`config.mk`:
```
export PLATFORM = sky130hd
export DESIGN_NAME = blocks_ctl
export DESIGN_NICKNAME = d
export VERILOG_FILES = /design/src/rtl/blocks_ctl.sv
export SDC_FILE = /design/constraint.sdc
export NUM_CORES = 1
export LEC_CHECK = 0
export CORE_MARGIN = 5
export CORE_UTILIZATION = 47
export CTS_BUF_LIST = sky130_fd_sc_hd__clkbuf_4 sky130_fd_sc_hd__clkbuf_8
export CTS_CLUSTER_SIZE = 28
export DETAILED_ROUTE_END_ITERATION = 16
export PLACE_DENSITY = 0.79
export SLEW_MARGIN = 40
export SYNTH_ARGS = -nofsm -noshare
export SYNTH_HDL_FRONTEND = slang
export SYNTH_SLANG_ARGS = --single-unit
```
`constraint.sdc`:
```
create_clock -name pclk -period 8.85 [get_ports pclk]
set_input_delay 0.885 -clock pclk [delete_from_list [all_inputs] [get_ports pclk]]
set_output_delay 0.885 -clock pclk [all_outputs]
set_load 0.1 [all_outputs]
```
`src/rtl/blocks_ctl.sv`:
```
// Arkanoid brick-state manager: once per frame scans the 4x4 brick grid against the
// ball box, destroys the first live overlapping brick and reports bounce axis and score.
module blocks_ctl #(
   parameter int X0        = 112,
   parameter int Y0        = 60,
   parameter int X_PITCH   = 150,
   parameter int Y_PITCH   = 70,
   parameter int B_WIDTH   = 100,
   parameter int B_HEIGHT  = 50,
   parameter int BALL_SIZE = 16
) (
   input  logic        pclk,
   input  logic        reset,
   input  logic        frame_tick,
   input  logic        new_game,
   input  logic [10:0] ball_x,
   input  logic [10:0] ball_y,
   output logic [15:0] blocks_out,
   output logic        hit_valid,
   output logic [3:0]  hit_index,
   output logic        bounce_x,
   output logic        bounce_y,
   output logic        scan_done,
   output logic [4:0]  score,
   output logic        all_cleared,
   output logic [2:0]  state_dbg
);

   typedef enum logic [2:0] {IDLE, LATCH, SCAN, HIT, DONE} state_t;

   state_t      state;
   logic [3:0]  idx;
   logic [11:0] bx, by;
   logic [11:0] xc, yr, cx;
   logic        overlap, hit_now, cx_inside;
   logic [15:0] blocks_next;

   // Brick origin for the brick under test; all arithmetic is 12-bit unsigned.
   always_comb begin
      xc        = 12'(X0) + 12'(X_PITCH) * {10'd0, idx[1:0]};
      yr        = 12'(Y0) + 12'(Y_PITCH) * {10'd0, idx[3:2]};
      cx        = bx + 12'(BALL_SIZE / 2);
      overlap   = (bx + 12'(BALL_SIZE - 1) >= xc) && (bx <= xc + 12'(B_WIDTH)) &&
                  (by + 12'(BALL_SIZE - 1) >= yr) && (by <= yr + 12'(B_HEIGHT));
      hit_now   = overlap && !blocks_out[idx];
      cx_inside = (cx >= xc) && (cx <= xc + 12'(B_WIDTH));
      blocks_next = blocks_out | (16'd1 << idx);
   end

   assign state_dbg = state;

   // Results are registered on leaving SCAN, so they appear the cycle after the brick is tested.
   always_ff @(posedge pclk or posedge reset) begin
      if (reset) begin
         state       <= IDLE;
         idx         <= 4'd0;
         bx          <= 12'd0;
         by          <= 12'd0;
         blocks_out  <= 16'd0;
         hit_valid   <= 1'b0;
         hit_index   <= 4'd0;
         bounce_x    <= 1'b0;
         bounce_y    <= 1'b0;
         scan_done   <= 1'b0;
         score       <= 5'd0;
         all_cleared <= 1'b0;
      end else begin
         hit_valid <= 1'b0;
         scan_done <= 1'b0;
         bounce_x  <= 1'b0;
         bounce_y  <= 1'b0;
         if (new_game) begin
            state       <= IDLE;
            idx         <= 4'd0;
            blocks_out  <= 16'd0;
            hit_index   <= 4'd0;
            score       <= 5'd0;
            all_cleared <= 1'b0;
         end else begin
            case (state)
               IDLE: if (frame_tick) state <= LATCH;
               LATCH: begin
                  bx    <= {1'b0, ball_x};
                  by    <= {1'b0, ball_y};
                  idx   <= 4'd0;
                  state <= SCAN;
               end
               SCAN: begin
                  if (hit_now) begin
                     blocks_out  <= blocks_next;
                     all_cleared <= (blocks_next == 16'hFFFF);
                     hit_valid   <= 1'b1;
                     hit_index   <= idx;
                     bounce_y    <= cx_inside;
                     bounce_x    <= !cx_inside;
                     scan_done   <= 1'b1;
                     if (score != 5'd16) score <= score + 5'd1;
                     state       <= HIT;
                  end else if (idx == 4'd15) begin
                     scan_done <= 1'b1;
                     state     <= DONE;
                  end else begin
                     idx <= idx + 4'd1;
                  end
               end
               HIT:     state <= IDLE;
               DONE:    state <= IDLE;
               default: state <= IDLE;
            endcase
         end
      end
   end

endmodule

```
# Yosys cells after proc, flatten, opt, wreduce, memory -nomap -nowiden
# Cells that the tools add are included.
# totals
register_bits	59
input_bits	26
out_inout_bits	33
elab_cells	96
# classes
addsub	9
n_mul	2
order_cmp	7
eq_ne	9
shifts	1
n_mux	37
bitwise	2
reduce_logical	17
# ops
op	count
2-to-1 mux 16 bit	3
adder 11 x 4 -> 12 bit (second input constant)	3
greater-or-equal comparator 12 x 11 -> 1 bit	2
2-to-1 mux 4 bit	6
2-to-1 mux 5 bit	4
2-to-1 mux 1 bit	17
equality test 16 bit (second input constant)	1
bitwise OR 16 bit	1
left shift 1 x 4 -> 16 bit (first input constant)	1
adder 11 x 7 -> 12 bit (second input constant)	1
greater-or-equal comparator 12 x 10 -> 1 bit	1
less-or-equal comparator 11 x 12 -> 1 bit	1
less-or-equal comparator 12 bit	1
2-to-1 mux 3 bit	4
adder 10 x 6 -> 11 bit (second input constant)	1
adder 7 x 10 -> 11 bit (first input constant)	1
less-or-equal comparator 11 bit	1
adder 6 x 9 -> 10 bit (first input constant)	1
multiplier 7 x 2 -> 9 bit (first input constant)	1
!= test 3 bit (second input constant)	3
case mux 3 bit (3 select lines)	1
multiplier 6 x 2 -> 8 bit (first input constant)	1
case mux 4 bit (2 select lines)	1
AND reduction 2 bit	3
16 further kinds	24

# Longest topological paths before layout
# Gate-level depths: netlist of the first run.
# logic_depth
depth_word	11
mapped_depth	15
mapped_depth_nobuf	14

# Least setup slack after synthesis of the first run
# Ideal clock, no wire load.
# synth_path
kind	register -> register
start	register idx[1]
end	register idx[2]
setup_ps	128
arrival_ps	3535
slack_ps	5188
stages_incl_launch_ff	13
n_path_buf	1
period_less_slack_ps	3662
path_cell_list	dfrtp_1 -> clkbuf_1 -> inv_1 -> ha_1 -> inv_1 -> a2111o_1 -> ha_1 -> a21oi_2 -> or4b_4 -> a22oi_4 -> nand4_4 -> o21ai_2 -> mux2_1
# synth_between
elab_chain_cells	10
word_cells_on_any_way	21
cone_classes	add/sub (3); mul (1); order compare (2); eq/ne (3); mux (6); reduce/logical (6)
# synth_lines
element	line_no	source
start, declared	32	logic [3:0] idx;
start signal, assigned	103	idx <= idx + 4'd1;
multiplier 7 x 2 -> 9 bit	40	xc = 12'(X0) + 12'(X_PITCH) * {10'd0, idx[1:0]};
adder 7 x 10 -> 11 bit	40	
adder 11 x 7 -> 12 bit	43	overlap = (bx + 12'(BALL_SIZE - 1) >= xc) && (bx <= xc + 12'(B_WIDTH)) &&
less-or-equal comparator 11 x 12 -> 1 bit	43	
logical AND 1 bit (2 in a row)	43	
logical AND 1 bit	44	(by + 12'(BALL_SIZE - 1) >= yr) && (by <= yr + 12'(B_HEIGHT));
logical AND 1 bit	45	hit_now = overlap && !blocks_out[idx];
!= test 3 bit (no line)	n/a	
AND reduction 3 bit (no line)	n/a	
# Parallel ways exist; a longest one is shown, timed or not. The select of a mux whose other input is x is not followed.
# A chain may end at the register's enable or synchronous reset.

# Worst setup path in the final report of the first run
# layout_path
start	register idx[0]
end	register hit_index[2]
# layout_between
elab_chain_cells	10
word_cells_on_any_way	14
cone_classes	add/sub (2); mul (1); order compare (2); mux (2); reduce/logical (7)
# layout_lines
element	line_no	source
multiplier 7 x 2 -> 9 bit	40	
adder 7 x 10 -> 11 bit	40	
adder 11 x 7 -> 12 bit	43	
less-or-equal comparator 11 x 12 -> 1 bit	43	
logical AND 1 bit (2 in a row)	43	
logical AND 1 bit	44	
logical AND 1 bit *	45	
nonzero test 2 bit (no line) *	n/a	
AND reduction 2 bit (no line) *	n/a	
end signal, assigned	93	hit_index <= idx;
end, declared	20	output logic [3:0] hit_index,
# Every way passes the cells marked *; elsewhere a longest branch is shown, timed or not. The select of a mux whose other input is x is not followed.

==> results_dict.tcl, run 1 <==
set metrics [dict create \
    grt_max_degree 60 \
    crit_path_cell_trace "inv_1 -> ha_1 -> inv_1 -> a2111o_1 -> ha_1 -> a21oi_2 -> or4b_4 -> a22oi_4 -> and4_4 -> nand2_2 -> a32o_1" \
    hold_end "state_dbg[0]$_DFFE_PP0P_" \
    yosys_warnings 0 \
    track_usage 0.2081 \
    async_reset_ff_frac 1.000 \
    status "finished, final reports clean" \
    min_delay_path_depth 1 \
    synth-compound-area-share 0.1833 \
    cp_top_family "compound AO/OA/AOI/OAI gates" \
    cts_root_buffer "clkbuf_8" \
    fmax_ghz 0.2403 \
    yosys.area_share.simple 0.1582 \
    avgSynthCellArea_um2 9.795 \
    rows 36 \
    cts_hold_buf 0 \
    crit_buf_inv 2 \
    fin_crit_ns 4.161 \
    coreArea_um2 9774 \
    io_buffers 58 \
    die_w_um 110.3 \
    critPathRequiredTime_ns 9.10 \
    wire_per_inst_um 17.73 \
    worstPathArrival_ns 4.41 \
    rrSetupSlack_ns 4.69 \
    reg2reg_depth 11 \
    peakVddDrop_mv 0.1220 \
    die_y_um 110.3 \
    crit_fanout 22 \
    grt_pass1_wl_um 19710 \
    cp-startpoint "idx[0]$_DFFE_PP0P_" \
    drive_above_1_share 0.1759 \
    synth_top_area_frac 0.3121 \
    fillers 887 \
    design_area_um2 5497 \
    vias 4052 \
    n_antenna_cell 0 \
    synth_mux_area_frac 0.07062 \
    first_pass_iters 5 \
    slowest_delay_ns 0.69 \
    critPathSlowestCell "dfrtp_1" \
    critPathKind "register to register" \
    place.gp.congestion 0.9067 \
    syn_to_final_growth_pct 16.19 \
    avgViaCountPerCell 6.021 \
    maxSlewHeadroom 0.6403 \
    finalSetupViolCount 0 \
    clock_sinks 59 \
    cts-resized-gates 0 \
    mostFrequentLayoutCell "ha_1" \
    report.final.slew_viol_count 0 \
    syn_area_um2 4731 \
    power.density_nw_per_um2 199.3 \
    dieArea_um2 12170 \
    clockBufferDepth 2 \
    fin_skew_ns 0.01358 \
    hold_start "state_dbg[0]$_DFFE_PP0P_" \
    ys_seq_elements 59 \
    ant_nets 0 \
    finalHoldViolations 0 \
    synth-edff-count 0 \
    hold_path_class "register to register" \
    yosysSeqAreaShare 0.3121 \
    rr_endpoint "hit_index[2]$_DFFE_PP0P_" \
    tightest_slew_ns 0.5326 \
    synth_top_family_by_area "adder cells" \
    synthCells 483 \
    overflow 0 \
    cts_setup_buffers 0 \
    cp-end-kind "register" \
    fin_setup_tns_ns 0 \
    start_util 0.4840 \
    yosysUniqueCellTypes 66 \
    yosys-top-cells-area "dfrtp_1 31%, ha_1 19%, mux2_2 4.3%, a41oi_1 3.0%, xnor2_1 2.8%" \
    synth_largest_area_cell "dfrtp_1" \
    wl_um 11930 \
    cts_buffers 9 \
    leakage_nw 2.544 \
    synth_nets 580 \
    drc 0 \
    fin_crit_sh 0.4702 \
    synthFlopType "dfrtp_1" \
    clk_pin_slew_ns 0.08 \
    final_cell_mix "71 x ha_1, 59 x dfrtp_1, 33 x buf_2" \
    synthAdderAreaFrac 0.1878 \
    cts_tree "done" \
    r2r-start "idx[0]$_DFFE_PP0P_" \
    clk_latency_ns 0.36 \
    rsz0062_at_grt "no" \
    first_global_vias 3997 \
    nNetsFinal 632 \
    grt_antenna_before_repair 0 \
    pin_count 59 \
    h-tree-depth 3 \
    hpwl_um 8949 \
    dr.first_iter.drc_count 272 \
    place_area_um2 5261 \
    max_cap_violations 0 \
    start_kind "register" \
    synth-xor-area-share 0.04258 \
]
[cell families (layout without fill, tap and decap cells)]
group           count (synthesis)  in the layout
simple gates                  136            136
compound gates                116            116
fa+ha+maj                      71             71
flops                          59             59
buf+inv                        52            109
mux                            26             26
xor+xnor                       23             23
[power breakdown]
part           leakage [nW]  switching (mW)  internal, mW  total [mW]
Clock                 0.116           0.112         0.177       0.289
Sequential            0.778          0.0676         0.302       0.370
Combinational          1.65           0.233         0.204       0.437
Total                  2.54           0.412         0.683        1.10
[worst max path at each step]
stage | end | depth (start not counted) | slack (ns)
after global routing | hit_index[2]$_DFFE_PP0P_ | 11 | 4.46
after CTS | hit_index[1]$_DFFE_PP0P_ | 11 | 4.68
after global placement | hit_index[2]$_DFFE_PP0P_ | 11 | 4.81
after floorplan | idx[2]$_DFFE_PP0P_ | 12 | 5.19
after detailed placement | hit_index[1]$_DFFE_PP0P_ | 11 | 4.69
final | hit_index[2]$_DFFE_PP0P_ | 11 | 4.69
[state kept, by name, summed over array words and instances, names as in the netlist]
register and count:
bounce_x 1, score 5, all_cleared 1, bx 11, by 11, bounce_y 1, blocks_out 16, hit_index 4
state_dbg 3, scan_done 1, idx 4, hit_valid 1
[synthesized netlist by cell type (all sizes together) (5+ instances only)]
library cell  number
nand2b             8
o21a               5
inv               28
a21o              10
a32oi              5
mux2              19
ha                71
buf                6
a32o               5
a211oi             5
o21ai             15
a21oi             15
a41oi             16
dfrtp             59
clkbuf            16
o211ai             5
nor2              33
a31oi              7
nor2b              7
xor2               8
nor3               7
nand2             27
xnor2             15
and3               8
nand3             16
nand4              8
nor4               5
[area by class of cell]
type	instances	area [um^2]	area share
timing repair buffer	63	464.2	0.08445
multi-input combinational	372	3045	0.5541
tap	133	166.4	0.03028
sequential	59	1476	0.2686
clock inverter	4	72.57	0.01320
inverter	30	112.6	0.02049
clock buffer	12	158.9	0.02891
[layer usage]
layer / vias to the layer above / routed length, um / GRT usage / share of wire
li1: 1920 / - / - / -
met4: 0 / 179 / 0.05453 / 0.015
met3: 19 / 751 / 0.05475 / 0.063
met2: 136 / 5591 / 0.3341 / 0.47
met5: - / 0 / 0 / 0
met1: 1977 / 5406 / 0.2791 / 0.45
[metrics by stage]
| step | util | hold slack, ns | instances | power (mW) | setup slack, ns |
|---|---|---|---|---|---|
| 3_5_place_dp | 0.5383 | 0.5224 | 657 | 0.8056 | 4.693 |
| 5_1_grt | 0.5623 | 0.5647 | 673 | 1.181 | 4.459 |
| 2_1_floorplan | - | 0.5381 | 483 | 0.6961 | 5.188 |
| 3_3_place_gp | 0.5529 | 0.5222 | 655 | 0.7880 | 4.811 |
| 4_1_cts | 0.5620 | 0.5320 | 673 | 1.102 | 4.680 |
| 6_report | 0.5623 | 0.5262 | 673 | 1.096 | 4.689 |
Note: power is estimated with default switching activity, not from simulation.
==> inputs of run 2 (changes only) <==
- PLACE_DENSITY: 0.79 -> 0.82
- clock period: 8.85 -> 3.7 ns (I/O delays scaled with it)
==> results_dict.tcl, run 2 (synthesis results as in run 1) <==
set metrics [dict create \
    status "finished, final reports clean" \
    clockBufferDepth 2 \
    leakage_nw 2.576 \
    grt_antenna_before_repair 0 \
    largestRegisters "blocks_out x16, bx x11, by x11" \
    fillers 859 \
    cp_top_family "simple AND/OR/NAND/NOR gates" \
    reg2reg_depth 13 \
    rrSetupSlack_ns 0.16 \
    finalSetupViolCount 0 \
    die_w_um 110.3 \
    clk_pin_slew_ns 0.08 \
    pin_count 59 \
    power.density_nw_per_um2 455.5 \
    nNetsFinal 643 \
    start_util 0.4840 \
    seq_area_um2 1476 \
    overflow 0 \
    first_global_vias 4192 \
    crit_end "all_cleared$_DFFE_PP0P_" \
    cp-startpoint "by[0]$_DFFE_PP0P_" \
    hpwl_um 9357 \
    maxSlewHeadroom 0.4790 \
    largest_reg_flops 16 \
    pre_cts_ws_ns 0.1971 \
    crit_fanout 22 \
    cts_buffers 9 \
    dieArea_um2 12170 \
    n_antenna_cell 0 \
    slowest_delay_ns 0.51 \
    clock_sinks 59 \
    critPathSlowestCell "or3b_2" \
    worst-path-stages 13 \
    syn_to_final_growth_pct 16.85 \
    drc 0 \
    rsz0062_at_grt "no" \
    hold_path_class "input pin to asynchronous set/reset pin" \
    coreArea_um2 9774 \
    worstPathArrival_ns 3.79 \
    top_register "blocks_out" \
    r2r-start "by[0]$_DFFE_PP0P_" \
    crit_buf_inv 1 \
    fin_crit_ns 3.537 \
    crit_path_cell_trace "inv_1 -> ha_1 -> or3b_2 -> nand3_1 -> xnor2_1 -> ha_1 -> o2111ai_1 -> a31oi_1 -> o41ai_2 -> a22oi_4 -> and4_4 -> nand2_2 -> a32o_1" \
    grt_max_degree 37 \
    critPathKind "register to register" \
    start_kind "register" \
    rr_endpoint "all_cleared$_DFFE_PP0P_" \
    report.final.slew_viol_count 0 \
    mostFrequentLayoutCell "ha_1" \
    fmax_ghz 0.2827 \
    first_pass_iters 5 \
    layout_setup_ws_ns 0.1633 \
    track_usage 0.2175 \
    clk_latency_ns 0.37 \
    max_cap_violations 0 \
    cp-end-kind "register" \
    wl_um 12440 \
    critPathRequiredTime_ns 3.95 \
    fin_setup_tns_ns 0 \
    tightest_slew_ns 0.7791 \
    place_area_um2 5329 \
    p_total_mw 2.518 \
    rows 36 \
    peakVddDrop_mv 0.3439 \
    avgViaCountPerCell 6.007 \
    multiInputGateArea_um2 3053 \
    vias 4109 \
    cts_root_buffer "clkbuf_8" \
    wire_per_inst_um 18.19 \
    worst_path_most_repeated_cell "ha_1" \
    die_y_um 110.3 \
    ant_nets 0 \
    fin_crit_sh 0.9559 \
    h-tree-depth 3 \
    place.gp.congestion 0.8923 \
    fin_skew_ns 0.01459 \
    final_cell_mix "71 x ha_1, 59 x dfrtp_1, 33 x buf_2" \
    drive_above_1_share 0.1942 \
    io_buffers 58 \
    dr.first_iter.drc_count 281 \
    design_area_um2 5528 \
    finalHoldViolations 0 \
    grt_pass1_wl_um 20560 \
    cts_tree "done" \
]
==> run 2: where the power goes <==
group	internal, mW	total (mW)	switching [mW]
clock network	0.247	0.544	0.298
registers	0.723	0.868	0.144
logic	0.505	1.11	0.601
total	1.47	2.52	1.04
==> run 2: metal layers <==
metal	global-route usage	routed length (um)	part of all wire	vias to the layer above
li1	-	-	-	1941
met5	0	0	0	-
met3	0.05125	766	0.062	32
met1	0.2868	5580	0.45	1966
met4	0.08883	320	0.026	0
met2	0.3440	5772	0.46	170
==> run 2: area by class of cell <==
type / instances / share of cell area
repair buffers: 74 / 0.09801
inverters: 30 / 0.02060
clock buffers: 9 / 0.02241
clock inverters: 7 / 0.009507
flip-flops and latches: 59 / 0.2671
multi-input cells: 372 / 0.5523
well taps: 133 / 0.03010
==> run 2: worst min path at each step <==
stage                              from                  endpoint  slack [ns]  depth (start not counted)
6_report                          reset  state_dbg[2]$_DFFE_PP0P_        0.39                          2
5_1_grt                           reset  state_dbg[2]$_DFFE_PP0P_        0.45                          2
4_1_cts                           reset  state_dbg[2]$_DFFE_PP0P_        0.48                          2
3_5_place_dp   hit_index[0]$_DFFE_PP0P_  hit_index[0]$_DFFE_PP0P_        0.51                          1
3_3_place_gp   hit_index[0]$_DFFE_PP0P_  hit_index[0]$_DFFE_PP0P_        0.52                          1
2_1_floorplan                 ball_x[0]         bx[0]$_DFFE_PP0P_        0.49                          2
==> run 2: stage by stage <==
stage	hold slack, ns	instances	utilization
final	0.3897	684	0.5655
after global routing	0.4508	684	0.5655
after CTS	0.4816	683	0.5632
after detailed placement	0.5149	667	0.5452
after global placement	0.5188	667	0.5621
after floorplan	0.4868	483	-
==> run 2: what timing repair did <==
| item | 4_1_cts | 5_1_grt |
|---|---|---|
| endpoints found under the setup margin | 0 | 17 |
| buffers inserted | 0 | 0 |
| hold buffers | 0 | 0 |
| gates resized for setup | 0 | 1 |
